$ cat config.mk
export PLATFORM = sky130hd
export DESIGN_NAME = score_bcd_scheduler
export DESIGN_NICKNAME = d
export VERILOG_FILES = /design/src/rtl/score_bcd_scheduler_pkg.sv /design/src/rtl/score_bcd_scheduler_bcd_converter.sv /design/src/rtl/score_bcd_scheduler_digit_scanner.sv /design/src/rtl/score_bcd_scheduler.sv
export SDC_FILE = /design/constraint.sdc
export NUM_CORES = 1
export LEC_CHECK = 0
export ABC_AREA = 1
export CAP_MARGIN = 40
export CORE_MARGIN = 1.5
export CORE_UTILIZATION = 48
export DETAILED_ROUTE_END_ITERATION = 10
export PLACE_DENSITY = 0.87
export SYNTH_ARGS = -nofsm -noshare
export SYNTH_HDL_FRONTEND = slang
export SYNTH_SLANG_ARGS = --single-unit
$ cat constraint.sdc
create_clock -name clk -period 2.4 [get_ports clk]
set_input_delay 0.24 -clock clk [delete_from_list [all_inputs] [get_ports clk]]
set_output_delay 0.24 -clock clk [all_outputs]
set_load 0.02 [all_outputs]
$ cat src/rtl/score_bcd_scheduler_pkg.sv
// score_bcd_scheduler_pkg: shared FSM encodings and display constants.
package score_bcd_scheduler_pkg;
  localparam logic [1:0] IDLE = 2'd0;
  localparam logic [1:0] CONVERT = 2'd1;
  localparam logic [1:0] ACK = 2'd2;
  localparam logic [3:0] BLANK_CODE = 4'hF;
  localparam logic [2:0] DIG_ONES = 3'b001;
  localparam logic [2:0] DIG_TENS = 3'b010;
  localparam logic [2:0] DIG_HUNS = 3'b100;
endpackage

$ cat src/rtl/score_bcd_scheduler_bcd_converter.sv
// BCDConverter: combinational 8-bit binary to 3-digit BCD {hundreds, tens, ones}.
module BCDConverter (
  input  logic [7:0]  bin,
  output logic [11:0] bcd
);
  always_comb bcd = {4'(bin / 8'd100), 4'((bin / 8'd10) % 8'd10), 4'(bin % 8'd10)};
endmodule

$ cat src/rtl/score_bcd_scheduler_digit_scanner.sv
// digit_scanner: rotates a one-hot digit enable every SCAN_DIV clocks with leading-zero blanking.
module digit_scanner
  import score_bcd_scheduler_pkg::*;
#(
  parameter logic [15:0] SCAN_DIV = 16'd50000,
  parameter bit          BLANK_LZ = 1'b1
) (
  input  logic        clk,
  input  logic        reset,
  input  logic [11:0] bcd,
  output logic [2:0]  digit_en,
  output logic [3:0]  digit_val
);
  logic [15:0] cnt;
  logic        wrap;
  logic [2:0]  en_nxt;
  logic [3:0]  hun, ten, one, nib;
  // digit_val is computed for the enable it will be paired with, keeping both registers aligned
  always_comb begin
    wrap = cnt == SCAN_DIV - 16'd1;
    en_nxt = wrap ? {digit_en[1:0], digit_en[2]} : digit_en;
    hun = bcd[11:8];
    ten = bcd[7:4];
    one = bcd[3:0];
    nib = en_nxt == DIG_HUNS ? ((BLANK_LZ && hun == 4'd0) ? BLANK_CODE : hun) :
          en_nxt == DIG_TENS ? ((BLANK_LZ && hun == 4'd0 && ten == 4'd0) ? BLANK_CODE : ten) : one;
  end
  always_ff @(posedge clk) begin
    if (reset) begin
      cnt <= 16'd0;
      digit_en <= DIG_ONES;
      digit_val <= 4'd0;
    end else begin
      cnt <= wrap ? 16'd0 : cnt + 16'd1;
      digit_en <= en_nxt;
      digit_val <= nib;
    end
  end
endmodule

$ cat src/rtl/score_bcd_scheduler.sv
// score_bcd_scheduler: round-robin sharing of one BCD converter between live and high score, plus digit scan.
module score_bcd_scheduler
  import score_bcd_scheduler_pkg::*;
#(
  parameter logic [15:0] SCAN_DIV = 16'd50000,
  parameter bit          BLANK_LZ = 1'b1
) (
  input  logic        clk,
  input  logic        reset,
  input  logic [1:0]  req,
  input  logic [7:0]  val0,
  input  logic [7:0]  val1,
  output logic [1:0]  ack,
  output logic [11:0] bcd0,
  output logic [11:0] bcd1,
  output logic        busy,
  input  logic        disp_sel,
  output logic [2:0]  digit_en,
  output logic [3:0]  digit_val
);
  logic [1:0]  state;
  logic [7:0]  operand;
  logic        owner, last_served, win;
  logic [11:0] conv, scan_bcd;
  BCDConverter u_conv (.bin(operand), .bcd(conv));
  // on a tie the requester not served last wins
  always_comb begin
    win = req[1] & (~req[0] | ~last_served);
    scan_bcd = disp_sel ? bcd1 : bcd0;
  end
  assign busy = state != IDLE;
  always_ff @(posedge clk) begin
    if (reset) begin
      state <= IDLE;
      ack <= 2'b00;
      bcd0 <= 12'h000;
      bcd1 <= 12'h000;
      operand <= 8'd0;
      owner <= 1'b0;
      last_served <= 1'b1;
    end else begin
      ack <= 2'b00;
      if (state == IDLE && req != 2'b00) begin
        state <= CONVERT;
        owner <= win;
        operand <= win ? val1 : val0;
      end else if (state == CONVERT) begin
        if (owner) bcd1 <= conv;
        else bcd0 <= conv;
        ack <= owner ? 2'b10 : 2'b01;
        last_served <= owner;
        state <= ACK;
      end else if (state != IDLE) begin
        state <= IDLE;
      end
    end
  end
  digit_scanner #(.SCAN_DIV(SCAN_DIV), .BLANK_LZ(BLANK_LZ)) u_scan (
    .clk(clk), .reset(reset), .bcd(scan_bcd), .digit_en(digit_en), .digit_val(digit_val)
  );
endmodule
; ---- Yosys cells after proc, flatten, opt, wreduce, memory -nomap -nowiden
; Index checks and enable logic that the tools add are counted.
[totals]
n_memories = 0
romBits = 0
reg_bits = 61
latchBits = 0
out_inout_bits = 34
inputBits = 21
mem_bits_rw = 0
wordCells = 53
[op_classes]
addsub = 1
magnitude_cmp = 0
eq_ne = 4
n_mux = 11
mul = 0
shifts = 0
bitwise = 7
div = 4
n_reduce_logical = 15
[op_table]
columns = operator, count
row1 = "adder 16 x 1 -> 16 bit, second input constant", 1
row2 = "== test 16 bit, second input constant", 1
row3 = "remainder unit 8 x 4 -> 8 bit, second input constant", 2
row4 = 2-to-1 mux 4 bit, 4
row5 = 2-to-1 mux 12 bit, 1
row6 = "divider 8 x 4 -> 8 bit, second input constant", 1
row7 = "divider 8 x 7 -> 8 bit, second input constant", 1
row8 = logical NOT 4 bit, 2
row9 = 2-to-1 mux 8 bit, 1
row10 = 2-to-1 mux 2 bit, 3
row11 = AND reduction 3 bit, 2
row12 = nonzero test 2 bit, 3
row13 = inverter 1 bit, 5
row14 = OR reduction 2 bit, 2
row15 = "== test 3 x 2 -> 1 bit, second input constant", 1
row16 = "== test 3 bit, second input constant", 1
row17 = 2-to-1 mux 3 bit, 1
row18 = nonzero test 3 bit, 1
row19 = OR reduction 3 bit, 1
row20 = "== test 2 x 1 -> 1 bit, second input constant", 1
row21 = logical AND 1 bit, 2
row22 = logical NOT 2 bit, 1
row23 = AND reduction 2 bit, 1
row24 = bitwise AND 1 bit, 1
row25 = other kinds (2), 2

; ---- Logic depth before layout (Yosys ltp)
; Gate-level depths: netlist of the first run.
[depth]
depth_word = 6
ltp_mapped = 31
ltp_nobuf = 31

; ---- Modules after synthesis
; From an unflattened synthesis of the first run, not the netlist that was laid out.
[unflattened]
hier_cells = 544
hier_area_um2 = 3727.3
[by_module_without_submodules]
columns = module, seq_area_each_um2, instances, cells_per_inst, area_per_inst_um2
row1 = score_bcd_scheduler, 760.7, 1, 226, 1720.4
row2 = digit_scanner, 460.4, 1, 193, 1283.7
row3 = BCDConverter, 0.0, 1, 125, 723.2

; ---- Least setup slack after synthesis of the first run
; No wires, ideal clock.
[synth_path]
path_kind = register -> register
startpoint = register operand[7]
endpoint = register bcd1[7]
setup_slack_ps = -280
stages_incl_launch_ff = 31
arrival_time_ps = 2622
synth_period_minus_slack_ps = 2680
required_time_ps = 2342
path_buffers = 1
setup_time_ps = 58
path_cell_list = dfxtp_1 > buf_4 > nand2_1 > nand3_1 > nand3_2 > nand2_4 > nand2_4 > nand2_1 > nand2_1 > inv_2 > nand2_2 > nand2_4 > a21oi_2 > nand2_2 > nand2_2 > nand2_1 > nand2_1 > inv_2 > nand2_4 > nand3_4 > nand2_2 > nand2_1 > nand2_1 > inv_1 > ha_1 > nand3b_1 > nand2_1 > nand2_2 > nand2_1 > nand2_1 > nand2_1
[synth_via]
elab_chain_len = 2
[synth_lines]
columns = element, line_no
row1 = from (decl), score_bcd_scheduler.sv:22  ; logic [7:0] operand;
row2 = from (signal assigned), score_bcd_scheduler.sv:46  ; operand <= win ? val1 : val0;
row3 = divider 8 x 4 -> 8 bit, score_bcd_scheduler_bcd_converter.sv:6  ; always_comb bcd = {4'(bin / 8'd100), 4'((bin / 8'd10) % 8'd10), 4'(bin % 8'd10)};
row4 = remainder unit 8 x 4 -> 8 bit, score_bcd_scheduler_bcd_converter.sv:6
row5 = to (signal assigned), score_bcd_scheduler.sv:48  ; if (owner) bcd1 <= conv;
row6 = to (decl), score_bcd_scheduler.sv:15  ; output logic [11:0] bcd1,
; No other way between the ends.
; A chain may end at the register's enable or synchronous reset.

; ---- Final worst setup path of the first run
[layout_path]
startpoint = register operand[6]
endpoint = register bcd1[7]
; The elaborated chain is that of the path after synthesis.

==> flow_summary.ini, run 1 <==
[finish]
instances_no_fill = 627
nNetsFinal = 572
drive_gt1_share_pct = 27.9
final_util_pct = 75.1
area_delta_synth_final_pct = 48.3
n_antenna_cell = 0

[timing]
skew_ps = 6.01
fin_crit_sh_pct = 126
rsz0062_at_grt = true
slew_violations = 0
setup_viol = 16
period_needed_ps = 3020
hold_viol_final = 0
timing.fmax_ghz = 0.331
worst_slack_ps = -624

[detailed_routing]
drt_wl_total_um = 10100
detail-route-antenna-nets = 0
wire_per_inst_um = 16.0
drc_errors = 0
routed_via_density = 5.64
route.met2.wl_um = 5100
drt-initial-drc-count = 281
dr.pass1.iters = 5
drt-met1-wl_um = 3820
vias = 3535
dr_wl_met3_um = 715
top_layer = met4

[grt]
antenna_found_initial = 0
grt_pass1_vias = 3291
grt_overflow = 0
grt_max_degree = 23
grtUsageTotal_pct = 27.1
grt_pass1_wl_um = 15200

[setup_path]
worstSetupEndpointType = flop
crit_slowest_cell = dfxtp_4
critPathMaxStageDelay_ps = 410
crit_path_start_kind = flop
r2r-start = operand[6]
rrSetupSlack_ps = -620
worstPathArrival_ps = 3320
r2r_cells = 28
worst_ep_required_time_ps = 2700
path_delay_family = simple AND/OR/NAND/NOR gates
cp_max_fo = 6
crit_cells = 28
startpoint = operand[6]
cp_common_cell = nand2_4
r2r-end = bcd1[7]
crit_buf_inv = 1
cp-endpoint = bcd1[7]
worstSetupPathType = flop to flop

[synthesis]
synth_edf_count = 0
yosys.area.top_type = dfxtp_1
synthCells = 446
syn_area_per_cell_um2 = 6.88
synth-seq-cells = 57
ys_types = 39
synth_top_area_share_pct = 37.2
synth_flop_cell = dfxtp_1
synthTopCellsByArea = dfxtp_1, nand2_1, inv_1
async_reset_ff_share_pct = 0
yosysWarningCount = 0
synth-seq-area-share_pct = 37.2
netlist_area_um2 = 3070

[power_and_ir_drop]
power_leakage_nw = 2.01
peakVddDrop_mv = 0.515
finalPower_w = 0.00367
powerDensity_nw_per_um2 = 806

[placement]
dp_hpwl_um = 5720
dp_cells = 597
numPortBuffers = 50
place.gp.congestion = 0.854

[outcome]
violations = setup timing
status = finished, violations left

[job]
cap_violations = 0

[floorplanning]
rows = 28
die-height_um = 83.0
dieArea_um2 = 6890
initial_core_util_pct = 50.7
ios = 55
die_w_um = 83.0
core_area_um2 = 6060

[min_path]
min_path_type = primary input to flop

[cts]
clk_pin_slew_ps = 70
htreeDepth = 3
cts_inserted_buffers = 9
cts_tree = yes
root_buffer = clkbuf_8
cts_hold_buf = 0
max-clock-path-buffers = 2
insertion_delay_ps = 350
cts.sinks = 57
==> per-stage QoR <==
stage / instance area (µm²) / hold slack (ps) / TNS, ps / worst slack (ps)
floorplan: 3140 / 393 / -852 / -202
global placement: 3930 / 429 / -2110 / -289
detailed placement: 3930 / 436 / -4180 / -473
CTS: 4330 / 445 / -2120 / -318
global route: 4550 / 467 / -9110 / -808
finish: 4550 / 448 / -6870 / -624
==> final cells by class <==
type | count | area [µm²]
flip-flops and latches | 57 | 1150
multi-input cells | 304 | 1910
fillers | 403 | 1510
well taps | 75 | 93.8
clock inverters | 5 | 77.6
inverters | 75 | 292
clock buffers | 11 | 151
repair buffers | 100 | 880
==> cells in the final DEF (no fill, tap or decap), types with 4 or more instances in the layout <==
| cell type | instances |
|---|---|
| inv_1 | 59 |
| nand2_1 | 89 |
| dfxtp_1 | 52 |
| clkdlybuf4s50_1 | 50 |
| inv_2 | 11 |
| o21a_1 | 4 |
| nor3_1 | 8 |
| o211ai_1 | 9 |
| nor2_1 | 26 |
| nand4_1 | 5 |
| nand3_4 | 7 |
| conb_1 | 4 |
| nor3b_1 | 4 |
| a31oi_1 | 8 |
| nand2_2 | 21 |
| a21oi_1 | 13 |
| nand2_4 | 16 |
| inv_4 | 4 |
| clkbuf_8 | 11 |
| o21ai_0 | 20 |
| buf_4 | 49 |
| xor2_1 | 4 |
| nand3_2 | 9 |
| nand3_1 | 21 |
| o22ai_1 | 5 |
==> state kept, by name (all words and copies together), names as in the netlist <==
name	cells
ack	2
bcd0	10
bcd1	10
last_served	1
operand	8
owner	1
state	2
u_scan.cnt	16
u_scan.digit_en	3
u_scan.digit_val	4
==> report_power, final <==
| group | leakage (nW) | total (W) | switching [W] | internal, W |
|---|---|---|---|---|
| registers | 0.467 | 0.00106 | 0.0000540 | 0.00100 |
| logic | 1.43 | 0.00158 | 0.000933 | 0.000644 |
| clock network | 0.115 | 0.00104 | 0.000402 | 0.000637 |
==> per-layer routing <==
layer	vias up	GRT usage [%]
met2	193	48.6
li1	1647	-
met1	1645	29.7
met5	-	0
met4	0	12.7
met3	50	7.16
==> cells in the mapped netlist, types with 6 or more instances <==
master	count
nor3_1	8
inv_2	10
a31oi_1	8
clkbuf_1	6
nor2_1	28
nand2_1	110
nand3_1	31
inv_1	64
a21oi_1	14
nand2_2	14
dfxtp_1	57
o21ai_0	24
o211ai_1	9
==> how the worst min path moves through the flow <==
stage / from / endpoint / slack [ps] / depth (start not counted)
2_1_floorplan: val0[6] / operand[6] / 390 / 2
4_1_cts: u_scan.cnt[0] / u_scan.cnt[0] / 440 / 1
6_report: val0[5] / operand[5] / 450 / 3
5_1_grt: val0[5] / operand[5] / 470 / 3
3_3_place_gp: u_scan.cnt[0] / u_scan.cnt[0] / 430 / 1
3_5_place_dp: u_scan.cnt[0] / u_scan.cnt[0] / 440 / 1
==> worst register-to-register path, delay by kind of cell (launching register included) <==
kind | cells | cell delay (ps)
buffers and inverters | 1 | 40
and+or+nand+nor | 26 | 2370
DFF | 1 | 410
adders and majority gates | 1 | 150
==> cell families after synthesis <==
family,after synthesis,share of synthesized area (%)
XOR/XNOR,4,1.14
adder cells (fa/ha/maj),4,1.63
other,1,0.122
buffers and inverters,88,11.4
AND/OR/NAND/NOR,216,33.2
multiplexers,3,0.978
AO/OA/AOI/OAI,73,14.4
flip-flops,57,37.2
==> timing repair <==
item	in CTS	in global routing
pin swaps	16	25
endpoints found under the setup margin	16	20
gates resized for setup	26	50
buffers inserted	9	6
Note: power is estimated with default switching activity, not from simulation.
==> run 2: changes to the inputs <==
CTS_CLUSTER_SIZE = 25   (was not set)
==> results of run 2 <==
Same layout as run 1: the final DEF is identical, and so are final timing and power.
==> run 3: changes to the inputs <==
CORE_ASPECT_RATIO = 1.25   (was not set)
HOLD_SLACK_MARGIN = 0.1   (was not set)
==> flow_summary.ini, run 3 (synthesis gave the netlist of run 1 again) <==
[cts]
insertion_delay_ps = 350
htreeDepth = 3
cts_hold_buf = 0
cts_tree = yes
max-clock-path-buffers = 2
root_buffer = clkbuf_8
cts_inserted_buffers = 9
clk_pin_slew_ps = 70
cts.sinks = 57

[detailed_routing]
dr.pass1.iters = 5
vias = 3570
drt-initial-drc-count = 269
drt_wl_total_um = 10100
routed_via_density = 5.58
drc_errors = 0
detail-route-antenna-nets = 0
wire_per_inst_um = 15.7

[placement]
dp_worst_setup_slack_ps = -473
numPortBuffers = 50
dp_cells = 605
dp_hpwl_um = 5940
place.gp.congestion = 0.834

[timing]
setup_viol = 16
slew_headroom_pct = 62.0
slew_violations = 0
timing.fmax_ghz = 0.326
worst_slack_ps = -664
rsz0062_at_grt = true
fin_crit_sh_pct = 128
hold_slack_ps = 450
hold_viol_final = 0
worstMarginPinSlew_ps = 569
period_needed_ps = 3060
skew_ps = 9.41

[setup_path]
worst_ep_required_time_ps = 2700
worstPathArrival_ps = 3360
crit_path_start_kind = flop
worstSetupPathType = flop to flop
cp_max_fo = 5
cp_common_cell = nand2_1
crit_slowest_cell = dfxtp_4
critPathMaxStageDelay_ps = 370
worstSetupEndpointType = flop

[finish]
final_cell_mix = nand2_1, inv_1, dfxtp_1, buf_4, clkdlybuf4s50_1
num-fill-cells = 426
instances_no_fill = 640
reg.largest.list = u_scan.cnt: 16 flops, bcd0: 10 flops, bcd1: 10 flops
nNetsFinal = 575
drive_gt1_share_pct = 27.6
area_delta_synth_final_pct = 48.0
final_util_pct = 73.7
top_register = u_scan.cnt
final_common_cell = nand2_1
n_antenna_cell = 0
largest_reg_flops = 16

[grt]
grt_use_met3_pct = 6.42
grt_pass1_vias = 3215
use_met1_pct = 27.0
grt_util_met2_pct = 46.7
antenna_found_initial = 0
grtUsageTotal_pct = 26.0
grt_max_degree = 21
gr-max-usage-layer = met2
grt_pass1_wl_um = 13700
grt_overflow = 0

[power_and_ir_drop]
p_int_w = 0.00222
power.switching_w = 0.00136
comb_power_share_pct = 43.7
switching_share_pct = 38.0
powerDensity_nw_per_um2 = 788
peakVddDrop_mv = 0.514
seq_power_share_pct = 29.6
power_leakage_nw = 2.04
pwr-share-clk_pct = 26.7
finalPower_w = 0.00358

[floorplanning]
die_w_um = 74.5
dieArea_um2 = 6890
core_area_um2 = 6170
ios = 55
rows = 32
die-height_um = 92.4
initial_core_util_pct = 49.8

[outcome]
status = finished, violations left
violations = setup timing

[min_path]
min_path_type = primary input to flop

[job]
cap_violations = 0
[run 3: worst max-delay path, delay by kind of cell (launching register included)]
kind	cells	cell delay, ps
AOI/OAI and AO/OA	2	310
DFF	1	370
buffers and inverters	5	480
adders and majority gates	1	150
and+or+nand+nor	19	1700
[run 3: worst paths after layout]
check	endpoint	cells after the start	start	slack, ps
worst max-delay path	bcd0[7]	27	operand[5]	-660
worst min register to register	last_served	2	last_served	480
worst max register to register	bcd0[7]	27	operand[5]	-660
worst min-delay path	operand[6]	3	val0[6]	450
[run 3: layer usage]
metal | share of wire, % | up-vias
met5 | 0 | -
met4 | 4.3 | 0
met3 | 7.5 | 52
met2 | 53 | 214
met1 | 35 | 1652
li1 | - | 1652
[run 3: area by class of cell]
cell class / count / area, µm² / share of cell area [%]
Multi-Input combinational cell: 304 / 1870 / 41.2
Tap cell: 85 / 106 / 2.34
Timing Repair Buffer: 103 / 906 / 19.9
Clock buffer: 14 / 173 / 3.80
Inverter: 75 / 297 / 6.52
Sequential cell: 57 / 1150 / 25.4
Clock inverter: 2 / 35.0 / 0.771
[run 3: power by group through the flow]
stage,clock (W),combinational (W),sequential (W)
6_report,0.000957,0.00157,0.00106
2_1_floorplan,0,0.000703,0.00109
5_1_grt,0.00100,0.00166,0.00106
3_3_place_gp,0,0.00105,0.00107
4_1_cts,0.000948,0.00121,0.00105
3_5_place_dp,0,0.00109,0.00107
[run 3: metrics by stage]
stage	setup TNS [ps]	area [µm²]
after floorplan	-852	3140
after global placement	-2060	3930
after detailed placement	-3830	3930
after CTS	-2490	4280
after global routing	-8980	4550
final	-6680	4550
[run 3: what timing repair did]
action / CTS / global route
endpoints found under the setup margin: 16 / 20
pin swaps: 15 / 30
buffers inserted: 8 / 11
resized for setup: 22 / 55
==> RTL edit, RTL diff (config.mk and constraints of run 3) <==
`BLANK_LZ` is set to 1'b1 in 2 places; all go to 1'b0.
--- a/src/rtl/score_bcd_scheduler_digit_scanner.sv
+++ b/src/rtl/score_bcd_scheduler_digit_scanner.sv
@@ -3,7 +3,7 @@
   import score_bcd_scheduler_pkg::*;
 #(
   parameter logic [15:0] SCAN_DIV = 16'd50000,
-  parameter bit          BLANK_LZ = 1'b1
+  parameter bit          BLANK_LZ = 1'b0
 ) (
   input  logic        clk,
   input  logic        reset,
--- a/src/rtl/score_bcd_scheduler.sv
+++ b/src/rtl/score_bcd_scheduler.sv
@@ -3,7 +3,7 @@
   import score_bcd_scheduler_pkg::*;
 #(
   parameter logic [15:0] SCAN_DIV = 16'd50000,
-  parameter bit          BLANK_LZ = 1'b1
+  parameter bit          BLANK_LZ = 1'b0
 ) (
   input  logic        clk,
   input  logic        reset,
Function: same outputs for any inputs over 10 cycles, from zero or initial values and one cycle with reset high; that may be too few to reach the edited logic, so the function may still have changed.
==> RTL edit against run 3 <==
  * The run still ends with negative setup slack left
  * Setup slack better by 190 ps
  * Routed wire length down 19%
  * Total power down 2.0%
  * Area after synthesis up 3.3%
  * Critical path depth up 5
  * Sequential cell count unchanged
  * Die area up 3.2%
  * Cell area down 4.1%
  * Worst hold slack better by 21 ps
  * Clock skew up 3.1 ps
  * Critical endpoint is now bcd1[7]
==> RTL edit: results <==
timing:
  setup_ws_ps: -474
  slew_headroom: 0.598
  finalSetupViolations: 14
  skew_ps: 12.6
  finalSetupTns_ps: -4630
yosys:
  yosys-top-cells-area: "dfxtp_1, nand2_1, inv_1, nor2_1, nand2_2"
  ys_top_cells_by_count: "nand2_1, inv_1, dfxtp_1"
  ys_types: 37
  yosysSeqAreaShare: 0.360
  synth_area_per_cell_sq_um: 6.94
routing:
  first_pass_iters: 4
  drt_iter0_markers: 218
  wl_per_cell_um: 12.9
  viasPerCell: 5.08
  routed_wl_mm: 8.17
final_layout:
  regArea_sq_mm: 0.00115
  multi_input_area_share: 0.417
  signal_buffers: 85
  n_fill_cell: 527
  inverters: 81
  clk_share: 0.0499
  nets: 573
  drive_gt1_frac: 0.216
  final_area_sq_mm: 0.00436
  nMultiInputCombCells: 311
  nonClkBufAreaFrac: 0.175
global_routing:
  grt_max_degree: 21
  grt_usage: 0.244
  grt_pass1_wl_mm: 13.3
  grt_antenna_before_repair: 0
clock_tree:
  htree_num_levels: 3
  cts_buffer_depth: 2
  clk_pin_slew_worst_paths_ps: 70
  clock_latency_ps: 350
min_path:
  hold_class: "input pin to register"
place:
  routabilityCongestion: 0.896
  place_hpwl_mm: 6.12
  place_area_sq_mm: 0.00400
  dp_cells: 613
pwr:
  swShare: 0.367
  ir_worst_vdd_uv: 423
  leakage_nw: 1.94
run_status:
  outcome: "finished, violations left"
  violations: "negative setup slack"
setup_path:
  cp_top_family: "simple AND/OR/NAND/NOR gates"
  slowest_stage: "dfxtp_4"
floorplan:
  dieWidth_um: 75.7
[RTL edit: cell count changes after synthesis, moves of 4 or more]
cell,run 3,this run
nor2_1,28,34
inv_1,64,70
nand2_2,14,20
a21oi_1,14,21
nand2_4,4,9
nand3_2,5,1
nand3_1,31,25
nand2_1,110,96
[RTL edit: power by group through the flow]
stage	Combinational, mW	Sequential, mW	Clock (mW)
after floorplan	0.854	1.10	0
after global placement	1.27	1.07	0
after detailed placement	1.32	1.07	0
after CTS	1.41	1.05	0.998
after global routing	1.62	1.06	1.04
final	1.47	1.05	0.991
[RTL edit: kinds of logic after synthesis]
logic type,count (synthesis),synth area share
AO/OA/AOI/OAI,81,0.151
XOR/XNOR,7,0.0193
adder cells (fa/ha/maj),7,0.0276
buffers and inverters,92,0.114
flip-flops,57,0.360
other,1,0.00118
AND/OR/NAND/NOR,212,0.327
[RTL edit: timing repair]
item / 4_1_cts / 5_1_grt
endpoints found under the setup margin: 14 / 18
buffers inserted: 5 / 1
pin swaps: 5 / 4
gates resized for setup: 10 / 15
[RTL edit: routing by layer]
metal | vias to the layer above | GRT usage | part of all wire
li1 | 1643 | - | -
met1 | 1490 | 0.262 | 0.40
met2 | 77 | 0.445 | 0.54
met3 | 14 | 0.0397 | 0.040
met4 | 0 | 0.118 | 0.021
met5 | - | 0 | 0
[RTL edit: path summary, 6_finish.rpt]
| check | startpoint | to | slack, ps | cells after the start |
|---|---|---|---|---|
| setup / recovery | operand[5] | bcd1[7] | -470 | 32 |
| hold reg to reg | u_scan.cnt[0] | u_scan.cnt[0] | 470 | 1 |
| setup reg to reg | operand[5] | bcd1[7] | -470 | 32 |
| hold / removal | val0[0] | operand[0] | 470 | 3 |
